File: src/rtl/codec_config_sequencer.sv
// Codec configuration sequencer: replays a fixed table of control words through the SPI master,
// then enables the audio datapath and forwards runtime headphone-volume writes.
module codec_config_sequencer #(
    parameter int unsigned POWER_UP_DELAY_CYCLES  = 1_000_000,
    parameter int unsigned INTER_WRITE_GAP_CYCLES = 16,
    parameter int unsigned SPI_TIMEOUT_CYCLES     = 65_536
) (
    input  logic        i_clock,
    input  logic        i_reset_n,
    output logic [15:0] o_spi_data,
    output logic        o_spi_valid,
    input  logic        i_spi_ready,
    input  logic        i_spi_done,
    input  logic        i_volume_valid,
    input  logic [6:0]  i_volume_value,
    output logic        o_volume_ready,
    output logic        o_datapath_enable,
    output logic        o_init_done,
    output logic        o_error
);

    localparam int unsigned MaxA   = (POWER_UP_DELAY_CYCLES > INTER_WRITE_GAP_CYCLES) ?
                                     POWER_UP_DELAY_CYCLES : INTER_WRITE_GAP_CYCLES;
    localparam int unsigned MaxCnt = (MaxA > SPI_TIMEOUT_CYCLES) ? MaxA : SPI_TIMEOUT_CYCLES;
    localparam int unsigned CntW   = $clog2(MaxCnt + 1);

    localparam logic [CntW-1:0] PowerLast   = CntW'(POWER_UP_DELAY_CYCLES);
    localparam logic [CntW-1:0] GapLast     = CntW'(INTER_WRITE_GAP_CYCLES);
    localparam logic [CntW-1:0] TimeoutLast = CntW'(SPI_TIMEOUT_CYCLES);
    localparam logic [3:0]      LastIdx     = 4'd9;

    typedef enum logic [3:0] {
        StPowerWait,
        StSend,
        StWaitDone,
        StGap,
        StReady,
        StVolSend,
        StVolWait,
        StVolGap,
        StError
    } state_e;

    state_e            state_q, state_d;
    logic [CntW-1:0]   cnt_q, cnt_d;
    logic [3:0]        idx_q, idx_d;
    logic [15:0]       data_q, data_d;
    logic              spi_valid_q;
    logic              vol_ready_q;
    logic              dp_en_q;
    logic              init_done_q;
    logic              error_q;

    function automatic logic [15:0] init_word(input logic [3:0] idx);
        case (idx)
            4'd0:    init_word = 16'h1E00;
            4'd1:    init_word = 16'h0C10;
            4'd2:    init_word = 16'h0017;
            4'd3:    init_word = 16'h0217;
            4'd4:    init_word = 16'h0812;
            4'd5:    init_word = 16'h0A00;
            4'd6:    init_word = 16'h0E0A;
            4'd7:    init_word = 16'h1000;
            4'd8:    init_word = 16'h1201;
            4'd9:    init_word = 16'h0C00;
            default: init_word = 16'h0000;
        endcase
    endfunction

    always_comb begin
        state_d = state_q;
        cnt_d   = cnt_q;
        idx_d   = idx_q;
        data_d  = data_q;
        case (state_q)
            StPowerWait: begin
                if (cnt_q == PowerLast) begin
                    state_d = StSend;
                    cnt_d   = '0;
                    idx_d   = 4'd0;
                    data_d  = init_word(4'd0);
                end else begin
                    cnt_d = cnt_q + CntW'(1);
                end
            end
            StSend: begin
                if (i_spi_ready) begin
                    state_d = StWaitDone;
                    cnt_d   = '0;
                end
            end
            // A done sampled on the timeout cycle takes priority over the timeout.
            StWaitDone: begin
                if (i_spi_done) begin
                    state_d = StGap;
                    cnt_d   = '0;
                end else if (cnt_q == TimeoutLast) begin
                    state_d = StError;
                end else begin
                    cnt_d = cnt_q + CntW'(1);
                end
            end
            StGap: begin
                if (cnt_q == GapLast) begin
                    cnt_d = '0;
                    if (idx_q == LastIdx) begin
                        state_d = StReady;
                    end else begin
                        state_d = StSend;
                        idx_d   = idx_q + 4'd1;
                        data_d  = init_word(idx_q + 4'd1);
                    end
                end else begin
                    cnt_d = cnt_q + CntW'(1);
                end
            end
            // Both channels, no zero-cross detection.
            StReady: begin
                if (i_volume_valid) begin
                    state_d = StVolSend;
                    data_d  = {7'h02, 2'b10, i_volume_value};
                end
            end
            StVolSend: begin
                if (i_spi_ready) begin
                    state_d = StVolWait;
                    cnt_d   = '0;
                end
            end
            StVolWait: begin
                if (i_spi_done) begin
                    state_d = StVolGap;
                    cnt_d   = '0;
                end else if (cnt_q == TimeoutLast) begin
                    state_d = StError;
                end else begin
                    cnt_d = cnt_q + CntW'(1);
                end
            end
            StVolGap: begin
                if (cnt_q == GapLast) begin
                    state_d = StReady;
                    cnt_d   = '0;
                end else begin
                    cnt_d = cnt_q + CntW'(1);
                end
            end
            StError: begin
                state_d = StError;
            end
            default: begin
                state_d = StError;
            end
        endcase
    end

    // Outputs are registered from the next state so they line up with state_q.
    always_ff @(posedge i_clock) begin
        if (!i_reset_n) begin
            state_q     <= StPowerWait;
            cnt_q       <= '0;
            idx_q       <= '0;
            data_q      <= '0;
            spi_valid_q <= 1'b0;
            vol_ready_q <= 1'b0;
            dp_en_q     <= 1'b0;
            init_done_q <= 1'b0;
            error_q     <= 1'b0;
        end else begin
            state_q     <= state_d;
            cnt_q       <= cnt_d;
            idx_q       <= idx_d;
            data_q      <= data_d;
            spi_valid_q <= (state_d == StSend) || (state_d == StVolSend);
            vol_ready_q <= (state_d == StReady);
            dp_en_q     <= (state_d == StReady) || (state_d == StVolSend) ||
                           (state_d == StVolWait) || (state_d == StVolGap);
            init_done_q <= init_done_q || (state_d == StReady);
            error_q     <= (state_d == StError);
        end
    end

    assign o_spi_data        = data_q;
    assign o_spi_valid       = spi_valid_q;
    assign o_volume_ready    = vol_ready_q;
    assign o_datapath_enable = dp_en_q;
    assign o_init_done       = init_done_q;
    assign o_error           = error_q;

endmodule

File: config.mk
export PLATFORM = sky130hd
export DESIGN_NAME = codec_config_sequencer
export DESIGN_NICKNAME = d
export VERILOG_FILES = /design/src/rtl/codec_config_sequencer.sv
export SDC_FILE = /design/constraint.sdc
export NUM_CORES = 1
export LEC_CHECK = 0
export BUFFER_PORTS_ARGS = -buffer_cell sky130_fd_sc_hd__buf_2
export CORE_AREA = 2 2 91 93
export CTS_BUF_LIST = sky130_fd_sc_hd__clkbuf_4
export CTS_CLUSTER_DIAMETER = 60
export DETAILED_ROUTE_END_ITERATION = 16
export DIE_AREA = 0 0 93 95
export GPL_ROUTABILITY_DRIVEN = 0
export PLACE_DENSITY = 0.51
export SETUP_SLACK_MARGIN = 0.3
export SKIP_CTS_REPAIR_TIMING = 1
export SYNTH_ARGS = -nofsm -noshare
export SYNTH_HDL_FRONTEND = slang
export SYNTH_SLANG_ARGS = --single-unit
export TNS_END_PERCENT = 30
File: constraint.sdc
create_clock -name i_clock -period 2.3 [get_ports i_clock]
set_clock_uncertainty 0.15 [all_clocks]
set_input_delay 0.23 -clock i_clock [delete_from_list [all_inputs] [get_ports i_clock]]
set_output_delay 0.23 -clock i_clock [all_outputs]
set_load 0.03 [all_outputs]
==> results of run 1 <==
[final timing paths]
path / to
worst min-delay path: o_spi_data[0]$_SDFFE_PN0P_
worst max register to register: o_spi_data[6]$_SDFFE_PN0P_
worst min register to register: o_init_done$_SDFF_PN0_
worst max-delay path: o_spi_data[6]$_SDFFE_PN0P_
[worst min-delay path, stage by stage]
cell and delay [ns]:
buf_2 0.08, a22oi_1 0.08, a21oi_1 0.15
[registers in the layout (all words and copies together), names as in the netlist, 4 cells and up]
signal / flops
o_spi_data: 12
state_q: 4
cnt_q: 20
idx_q: 4
[power groups by stage]
stage                     registers [W]  clock network, W  logic, W
after global routing           0.000845          0.000657  0.000740
after floorplan                0.000879                 0  0.000376
after global placement         0.000858                 0  0.000621
after detailed placement       0.000857                 0  0.000621
final                          0.000840          0.000604  0.000673
after CTS                      0.000840          0.000629  0.000624
[cell type report]
type | instances | area [um^2] | share of cell area, %
multi-input cells | 246 | 1753 | 51.21
flip-flops and latches | 45 | 908.4 | 26.54
inverters | 13 | 48.80 | 1.425
well taps | 105 | 131.4 | 3.838
clock buffers | 5 | 37.54 | 1.096
repair buffers | 72 | 479.2 | 14.00
clock inverters | 3 | 65.06 | 1.901
[cells in the final DEF, fill, tap and decap left out, types with 3 or more instances in the layout]
| cell type | Yosys | routed |
|---|---|---|
| xor2_1 | 16 | 16 |
| buf_2 | 1 | 28 |
| a32o_1 | 3 | 3 |
| a211oi_1 | 3 | 3 |
| and3_1 | 4 | 4 |
| mux2_2 | 3 | 3 |
| o211ai_1 | 4 | 4 |
| dfxtp_1 | 45 | 39 |
| nor3_1 | 27 | 27 |
| nand4_1 | 10 | 10 |
| a21oi_1 | 7 | 7 |
| dfxtp_2 | 0 | 6 |
| mux2i_1 | 11 | 11 |
| and2_1 | 5 | 5 |
| o21ai_0 | 9 | 9 |
| inv_1 | 12 | 10 |
| and3b_1 | 3 | 3 |
| ha_1 | 9 | 8 |
| o31ai_1 | 4 | 3 |
| conb_1 | 1 | 4 |
| nor2_1 | 13 | 13 |
| clkbuf_4 | 0 | 5 |
| nor4_2 | 0 | 4 |
| buf_4 | 4 | 41 |
| nand3_1 | 19 | 19 |
| nand2_1 | 33 | 33 |
[cell families after synthesis]
| group | after synthesis |
|---|---|
| AOI/OAI and AO/OA | 58 |
| xor gates and xnor gates | 17 |
| other | 1 |
| DFF | 45 |
| muxes | 14 |
| adders and majority gates | 9 |
| buffers and inverters | 34 |
| and+or+nand+nor | 144 |
[per-layer routing]
layer / wire length [um] / part of all wire (%) / up-vias / global-route usage, %
met2: 3634 / 50 / 42 / 28.80
met4: 118 / 1.6 / 0 / 5.760
met5: 0 / 0 / - / 0
li1: - / - / 1303 / -
met3: 192 / 2.6 / 11 / 2.953
met1: 3344 / 46 / 1245 / 21.81
[through the flow]
| stage | area, um^2 | cells | total power (W) |
|---|---|---|---|
| final | 3423 | 489 | 0.002117 |
| after detailed placement | 3233 | 479 | 0.001478 |
| after global placement | 3233 | 479 | 0.001479 |
| after floorplan | 2735 | 325 | 0.001256 |
| after global routing | 3423 | 489 | 0.002242 |
| after CTS | 3336 | 487 | 0.002093 |
==> flow_summary.yaml, run 1 <==
hold_path:
  hold_path.class: "primary input to flop"
  whs_path_depth: 3
  min-delay-start: "i_volume_value[0]"
yosys:
  ys_top_cells_by_count: "dfxtp_1 (45), nand2_1 (33), nor3_1 (27)"
  syn_area_mm2: 0.002694
  yosysTopAreaCell: "dfxtp_1"
  synthAdderAreaFrac_pct: 4.180
  synth_seq_area_share_pct: 33.44
  muxShareOfSynthArea_pct: 5.341
  synth.most_common_cell: "dfxtp_1"
  synth-seq-cells: 45
  synth_area_leaders: "dfxtp_1 (33%), xor2_1 (5.2%), nor3_1 (5.0%), nand2_1 (4.6%), ha_1 (4.2%)"
  synth-compound-area-share_pct: 16.26
  synth_flop_cell: "dfxtp_1"
  asyncSetResetFlopFracSynth_pct: 0
  synth_top_family_by_area: "simple AND/OR/NAND/NOR gates"
  synthSimpleGateAreaFrac_pct: 29.77
  syn-mean-instance-area_um2: 8.366
  synth_edf_count: 0
  yosys_warnings: 0
  syn_inst: 322
  synth_top_area_share_pct: 33.44
  ys_types: 63
  synth_xor_area_share_pct: 5.527
critical_path:
  critPathArrivalTime_ns: 2.49
  crit_start: "cnt_q[1]$_SDFFE_PN0P_"
  worst_r2r_path_depth: 7
  slowest_delay_ns: 0.54
  r2r_slack_ns: -0.07
  path_buf_inv: 1
  cp_slowest_cell: "or4_4"
  crit_type: "flop to flop"
  start_kind: "flop"
  cp.depth: 7
  crit_fanout: 8
  crit_family: "simple AND/OR/NAND/NOR gates"
  critical_path_required_ns: 2.42
  critPathCaptureType: "flop"
  cp_common_cell: "o21ai_4"
  crit_path_cell_trace: "inv_2 -> ha_4 -> or4b_4 -> or4_4 -> o21ai_4 -> o21ai_4 -> a32o_2"
  reg2reg_from: "cnt_q[1]$_SDFFE_PN0P_"
global_routing:
  grt_max_degree: 28
  track_usage_pct: 16.97
  grt_pass1_wl_um: 11940
  grt_overflow: 0
  antenna_found_initial: 0
  grt_pass1_vias: 2459
route:
  via_count: 2601
  first_iter_violations: 140
  viasPerCell: 5.319
  firstDrtPassIters: 5
  wirelength_um: 7289
  ant_nets: 0
  drt-wirelength-per-cell_um: 14.91
  drc: 0
sta:
  tightest_slew_ns: 0.6163
  fin_crit_ns: 2.367
  fmax_ghz: 0.4225
  rsz0062_at_grt: "true"
  slew_headroom_pct: 58.86
  timing.hold.ws_ns: 0.06090
  setup_tns_ns: -0.2065
  setup_ws_ns: -0.06712
  period_share_pct: 102.9
  hold_viol_final: 0
  slew_violations: 0
  setup_viol: 6
cts:
  clk_pin_slew_ns: 0.13
  cts_sinks: 45
  cts_buffer_depth: 2
  cts_buffers: 5
  h-tree-depth: 2
  clk-insertion-delay-late_ns: 0.37
  cts_root_buffer: "clkbuf_4"
  cts_tree: "built"
final_layout:
  drive_above_1_share_pct: 30.47
  fill_cells: 863
  antenna_cells: 0
  areaGrowthSynthToFinish_pct: 27.08
  postLayoutCoreUtil_pct: 43.18
  final_nets: 404
place:
  port_buffers: 28
  preCtsSetupSlack_ns: -0.03103
  dp_hpwl_um: 5352
flow_run:
  maxCapViolCount: 0
floorplan:
  die_area_mm2: 0.008835
  rows: 33
  core_area_mm2: 0.007928
  die_w_um: 93
  die_height_um: 95
  num_io_pins: 33
  start_util_pct: 33.98
power_and_ir_drop:
  p_switching_w: 0.0006595
  p_comb_share_pct: 31.8
  p_leak_nw: 1.464
  ir_drop_v: 0.0002992
  seq_power_share_pct: 39.7
  clkPwrFrac_pct: 28.5
  power.density_mw_per_mm2: 618.5
  sw_frac_of_total_pct: 31.15
  internal_power_w: 0.001458
status:
  violations: "setup timing"
  status: "complete, but fails checks"
Power figures use the tool's default switching activity.
==> inputs of run 2 (changes only) <==
--- a/config.mk
+++ b/config.mk
@@ -5,14 +5,14 @@
 export SDC_FILE = /design/constraint.sdc
 export NUM_CORES = 1
 export LEC_CHECK = 0
-export BUFFER_PORTS_ARGS = -buffer_cell sky130_fd_sc_hd__buf_2
 export CORE_AREA = 2 2 91 93
 export CTS_BUF_LIST = sky130_fd_sc_hd__clkbuf_4
 export CTS_CLUSTER_DIAMETER = 60
 export DETAILED_ROUTE_END_ITERATION = 16
 export DIE_AREA = 0 0 93 95
+export DONT_BUFFER_PORTS = 1
 export GPL_ROUTABILITY_DRIVEN = 0
-export PLACE_DENSITY = 0.51
+export PLACE_DENSITY = 0.47
 export SETUP_SLACK_MARGIN = 0.3
 export SKIP_CTS_REPAIR_TIMING = 1
 export SYNTH_ARGS = -nofsm -noshare
==> run 2 against run 1 <==
  * Die area is the same
  * Hold slack got worse by 0.22 ns
  * Critical endpoint unchanged
  * Flip-flop and latch count unchanged
  * Utilization shrank 1.9 points
  * First-iteration DRC count shrank 49%
  * Critical path type unchanged
  * Cell area down 4.4%
  * Non-clock buffer count fell by 23
  * Fmax shrank 1.0%
  * The flow finishes with violations (hold timing, setup timing)
  * Critical path depth stayed put
==> flow_summary.yaml, run 2 (synthesis results as in run 1) <==
status:
  status: "complete, but fails checks"
  violations: "hold timing, setup timing"
final_layout:
  fill_cells: 828
  most-common-layout-cells: "dfxtp_1 (42), buf_4 (41), nand2_1 (33)"
  areaGrowthSynthToFinish_pct: 21.46
  antenna_cells: 0
  final_nets: 381
  largest_register_ff_count: 20
  multiInputGateArea_mm2: 0.001748
  mostFrequentLayoutCell: "dfxtp_1"
  final_cell_area_mm2: 0.003272
  drive_above_1_share_pct: 22.71
  top_register: "cnt_q"
  regArea_um2: 904.6
global_routing:
  antenna_found_initial: 0
  grt_overflow: 0
  grt_max_degree: 29
  track_usage_pct: 17.11
  grt_pass1_wl_um: 11960
  grt_pass1_vias: 2331
cts:
  cts_buffer_depth: 2
  cts_root_buffer: "clkbuf_4"
  cts_buffers: 5
  h-tree-depth: 2
  cts_sinks: 45
  clk-insertion-delay-late_ns: 0.36
  clk_pin_slew_ns: 0.14
  cts_tree: "built"
flow_run:
  maxCapViolCount: 0
sta:
  hold_viol_final: 20
  setup_viol: 8
  fin_crit_ns: 2.392
  timing.hold.ws_ns: -0.1555
  fmax_ghz: 0.4181
  slew_headroom_pct: 53.69
  period_share_pct: 104.0
  setup_ws_ns: -0.09175
  rsz0062_at_grt: "true"
  slew_violations: 0
  setup_tns_ns: -0.3593
  tightest_slew_ns: 0.6937
critical_path:
  critical_path_required_ns: 2.41
  r2r_slack_ns: -0.09
  start_kind: "flop"
  rr_endpoint: "o_spi_data[6]$_SDFFE_PN0P_"
  reg2reg_from: "cnt_q[0]$_SDFFE_PN0P_"
  critPathArrivalTime_ns: 2.50
  crit_type: "flop to flop"
  crit_fanout: 8
  worst_r2r_path_depth: 7
  critPathCaptureType: "flop"
power_and_ir_drop:
  power.density_mw_per_mm2: 568.3
  p_leak_nw: 1.299
  ir_drop_v: 0.0002267
floorplan:
  die_height_um: 95
  rows: 33
  num_io_pins: 33
  start_util_pct: 33.98
  die_area_mm2: 0.008835
  core_area_mm2: 0.007928
  die_w_um: 93
hold_path:
  hold_path.class: "primary input to flop"
  min-delay-start: "i_reset_n"
  min_to: "idx_q[3]$_SDFFE_PN0P_"
  whs_path_depth: 1
route:
  wirelength_um: 7371
  ant_nets: 0
  drt-wirelength-per-cell_um: 15.82
  firstDrtPassIters: 5
  first_iter_violations: 72
  viasPerCell: 5.408
  drc: 0
  via_count: 2520
place:
  dpl-instance-area_mm2: 0.003093
  port_buffers: 0
  dp_hpwl_um: 5437
run 2: how the worst max path moves through the flow:
stage                                             end  depth (start not counted)             startpoint
after global routing       o_spi_data[6]$_SDFFE_PN0P_                          7  cnt_q[1]$_SDFFE_PN0P_
final                      o_spi_data[6]$_SDFFE_PN0P_                          7  cnt_q[0]$_SDFFE_PN0P_
after CTS                 o_spi_data[11]$_SDFFE_PN0P_                          7  cnt_q[1]$_SDFFE_PN0P_
after global placement     o_spi_data[6]$_SDFFE_PN0P_                          7  cnt_q[0]$_SDFFE_PN0P_
after detailed placement   o_spi_data[6]$_SDFFE_PN0P_                          7  cnt_q[1]$_SDFFE_PN0P_
after floorplan            o_spi_data[5]$_SDFFE_PN0P_                          7  cnt_q[0]$_SDFFE_PN0P_
run 2: worst max-delay path, stage by stage (launching register included):
cell and delay (ns):
dfxtp_2 0.35, inv_2 0.06, ha_4 0.12, or4b_4 0.46, or4_4 0.54, o21ai_4 0.20, o21ai_4 0.14, a32o_2 0.26
run 2: routing by layer:
metal  wire [um]  vias up  GRT usage (%)
met2        3577       33          28.38
met1        3503     1221          23.06
met3         219        6          2.953
met4          71        0          4.534
met5           0        -              0
li1            -     1260              -
run 2: through the flow:
step | power [W] | hold WS [ns] | std cells | util [%] | setup slack (ns)
3_5_place_dp | 0.001467 | 0.2104 | 451 | 39.02 | -0.03098
4_1_cts | 0.001840 | -0.1804 | 459 | 39.65 | -0.06663
5_1_grt | 0.001982 | -0.1957 | 466 | 41.27 | -0.1332
6_report | 0.001859 | -0.1555 | 466 | 41.27 | -0.09175
2_1_floorplan | 0.001256 | 0.2068 | 325 | - | 0.03070
3_3_place_gp | 0.001468 | 0.2074 | 451 | 39.02 | -0.01181
run 2: cell type report:
| class | count | share of cell area [%] |
|---|---|---|
| clock inverter | 3 | 0.3824 |
| inverter | 13 | 1.491 |
| tap | 105 | 4.015 |
| clock buffer | 5 | 1.147 |
| timing repair buffer | 49 | 11.89 |
| multi-input combinational | 246 | 53.42 |
| sequential | 45 | 27.65 |
run 2: power by group:
group          switching [W]  internal [W]  total, W
Sequential         0.0000322      0.000819  0.000851
Combinational       0.000352      0.000289  0.000641
Clock               0.000256      0.000111  0.000367
Total               0.000640       0.00122   0.00186
==> inputs of run 3 (changes only) <==
--- a/config.mk
+++ b/config.mk
@@ -15,6 +15,7 @@
 export PLACE_DENSITY = 0.47
 export SETUP_SLACK_MARGIN = 0.3
 export SKIP_CTS_REPAIR_TIMING = 1
+export SLEW_MARGIN = 40
 export SYNTH_ARGS = -nofsm -noshare
 export SYNTH_HDL_FRONTEND = slang
 export SYNTH_SLANG_ARGS = --single-unit
==> constraint.sdc (replaced) <==
create_clock -name i_clock -period 2.2 [get_ports i_clock]
set_clock_uncertainty 0.15 [all_clocks]
set_input_delay 0.22 -clock i_clock [delete_from_list [all_inputs] [get_ports i_clock]]
set_output_delay 0.22 -clock i_clock [all_outputs]
set_load 0.03 [all_outputs]
==> run 3 against run 2 <==
  * The run still ends with hold timing, setup timing left
  * Critical path depth stayed put
  * Power is 18% higher
  * Utilization is 3.3 points higher
  * Cell area is 8.1% higher
  * Critical endpoint is now o_spi_data[5]$_SDFFE_PN0P_
  * Sequential share of layout area is 2.1 points lower
  * Cell count is 4.7% higher
  * Combinational power is 37% higher
  * Register-to-register slack worse by 0.06 ns
  * Critical path type unchanged
  * Global-route usage is 0.64 points lower
  * Sequential power is 4.3% higher
  * Setup slack worse by 0.062 ns
  * Routed wire length is 2.6% higher
==> flow_summary.yaml, run 3 (synthesis results as in run 1) <==
cts:
  cts_buffer_depth: 2
  cts_sinks: 45
  cts_buffers: 5
  cts_root_buffer: "clkbuf_4"
  cts_tree: "built"
  clk-insertion-delay-late_ns: 0.36
  clk_pin_slew_ns: 0.13
  h-tree-depth: 2
critical_path:
  crit_type: "flop to flop"
  critPathArrivalTime_ns: 2.46
  crit_fanout: 8
  critical_path_required_ns: 2.31
  critPathCaptureType: "flop"
  crit_start: "cnt_q[0]$_SDFFE_PN0P_"
  worst_r2r_path_depth: 7
  reg2reg_from: "cnt_q[0]$_SDFFE_PN0P_"
  start_kind: "flop"
power_and_ir_drop:
  finalPower_w: 0.002199
  ir_drop_v: 0.0002774
  p_leak_nw: 1.423
  power.density_mw_per_mm2: 621.8
place:
  dp_hpwl_um: 5383
  dpl-instance-area_mm2: 0.003191
  port_buffers: 0
final_layout:
  top_register: "cnt_q"
  final_nets: 403
  final_cell_area_mm2: 0.003536
  drive_above_1_share_pct: 30.29
  areaGrowthSynthToFinish_pct: 31.26
  largest_register_ff_count: 20
  mostFrequentLayoutCell: "buf_4"
  antenna_cells: 0
  most-common-layout-cells: "buf_4 (58), dfxtp_1 (42), nand2_1 (33)"
route:
  first_iter_violations: 102
  firstDrtPassIters: 4
  drt-wirelength-per-cell_um: 15.50
  via_count: 2581
  viasPerCell: 5.289
  drc: 0
  wirelength_um: 7564
  ant_nets: 0
status:
  status: "complete, but fails checks"
  violations: "hold timing, setup timing"
sta:
  period_share_pct: 107.0
  timing.hold.ws_ns: -0.1710
  slew_headroom_pct: 61.89
  fin_crit_ns: 2.353
  hold_viol_final: 20
  setup_ws_ns: -0.1533
  tightest_slew_ns: 0.5696
  fmax_ghz: 0.4249
  rsz0062_at_grt: "true"
  slew_violations: 0
  setup_viol: 39
flow_run:
  maxCapViolCount: 0
floorplan:
  die_w_um: 93
  start_util_pct: 33.98
  die_height_um: 95
  rows: 33
  num_io_pins: 33
  die_area_mm2: 0.008835
  core_area_mm2: 0.007928
global_routing:
  grt_max_degree: 29
  grt_overflow: 0
  grt_pass1_wl_um: 11380
  grt_pass1_vias: 2229
  antenna_found_initial: 0
  track_usage_pct: 16.47
hold_path:
  whs_path_depth: 1
  hold_path.class: "primary input to flop"
  min-delay-start: "i_reset_n"
run 3: cell count changes in the layout (fill, tap and decap cells not counted), moves of 2 or more:
cell / delta
clkbuf_4: +3
buf_6: +3
clkinv_1: -2
dlygate4sd3_1: +2
buf_4: +17
nor3_4: +3
nor3_1: -7
nor3_2: +4
run 3: stage by stage:
step / setup WS, ns / instances / utilization (%) / setup TNS [ns] / hold WS (ns)
floorplan: -0.06930 / 325 / - / -0.2141 / 0.1968
global placement: -0.1099 / 464 / 40.25 / -1.808 / 0.1973
detailed placement: -0.1177 / 464 / 40.25 / -1.895 / 0.1942
CTS: -0.1425 / 472 / 41.00 / -2.969 / -0.2042
global route: -0.2148 / 488 / 44.60 / -4.917 / -0.2014
finish: -0.1533 / 488 / 44.60 / -2.216 / -0.1710
run 3: where the power goes:
part	internal, W	leakage, nW	switching [W]
clock network	0.000165	0.0368	0.000268
logic	0.000436	1.02	0.000441
registers	0.000856	0.364	0.0000313
run 3: path summary, 6_finish.rpt:
kind / slack [ns] / end
max: -0.15 / o_spi_data[5]$_SDFFE_PN0P_
min: -0.17 / idx_q[3]$_SDFFE_PN0P_
max reg2reg: -0.15 / o_spi_data[5]$_SDFFE_PN0P_
min reg2reg: 0.39 / cnt_q[5]$_SDFFE_PN0P_
run 3: cell type report:
cell class	count	area, um^2
inverters	13	48.80
clock buffers	8	60.06
multi-input cells	246	1821
repair buffers	71	570.5
fillers	827	4392
flip-flops and latches	45	904.6
well taps	105	131.4
run 3: per-layer routing:
metal  vias to the layer above  track usage, %  part of all wire, %  routed length [um]
li1                       1298               -                    -                   -
met1                      1228           21.79                   47                3543
met2                        47           27.42                   49                3693
met3                         8           3.033                  3.1                 231
met4                         0           4.902                  1.3                  96
met5                         -               0                    0                   0
run 3: worst max-delay path, stage by stage, from the launching register on:
cell     delay, ns
dfxtp_2       0.34
inv_2         0.06
ha_4          0.12
or4b_4        0.47
or4_4         0.54
o21ai_4       0.18
o21ai_4       0.13
a32o_2        0.25
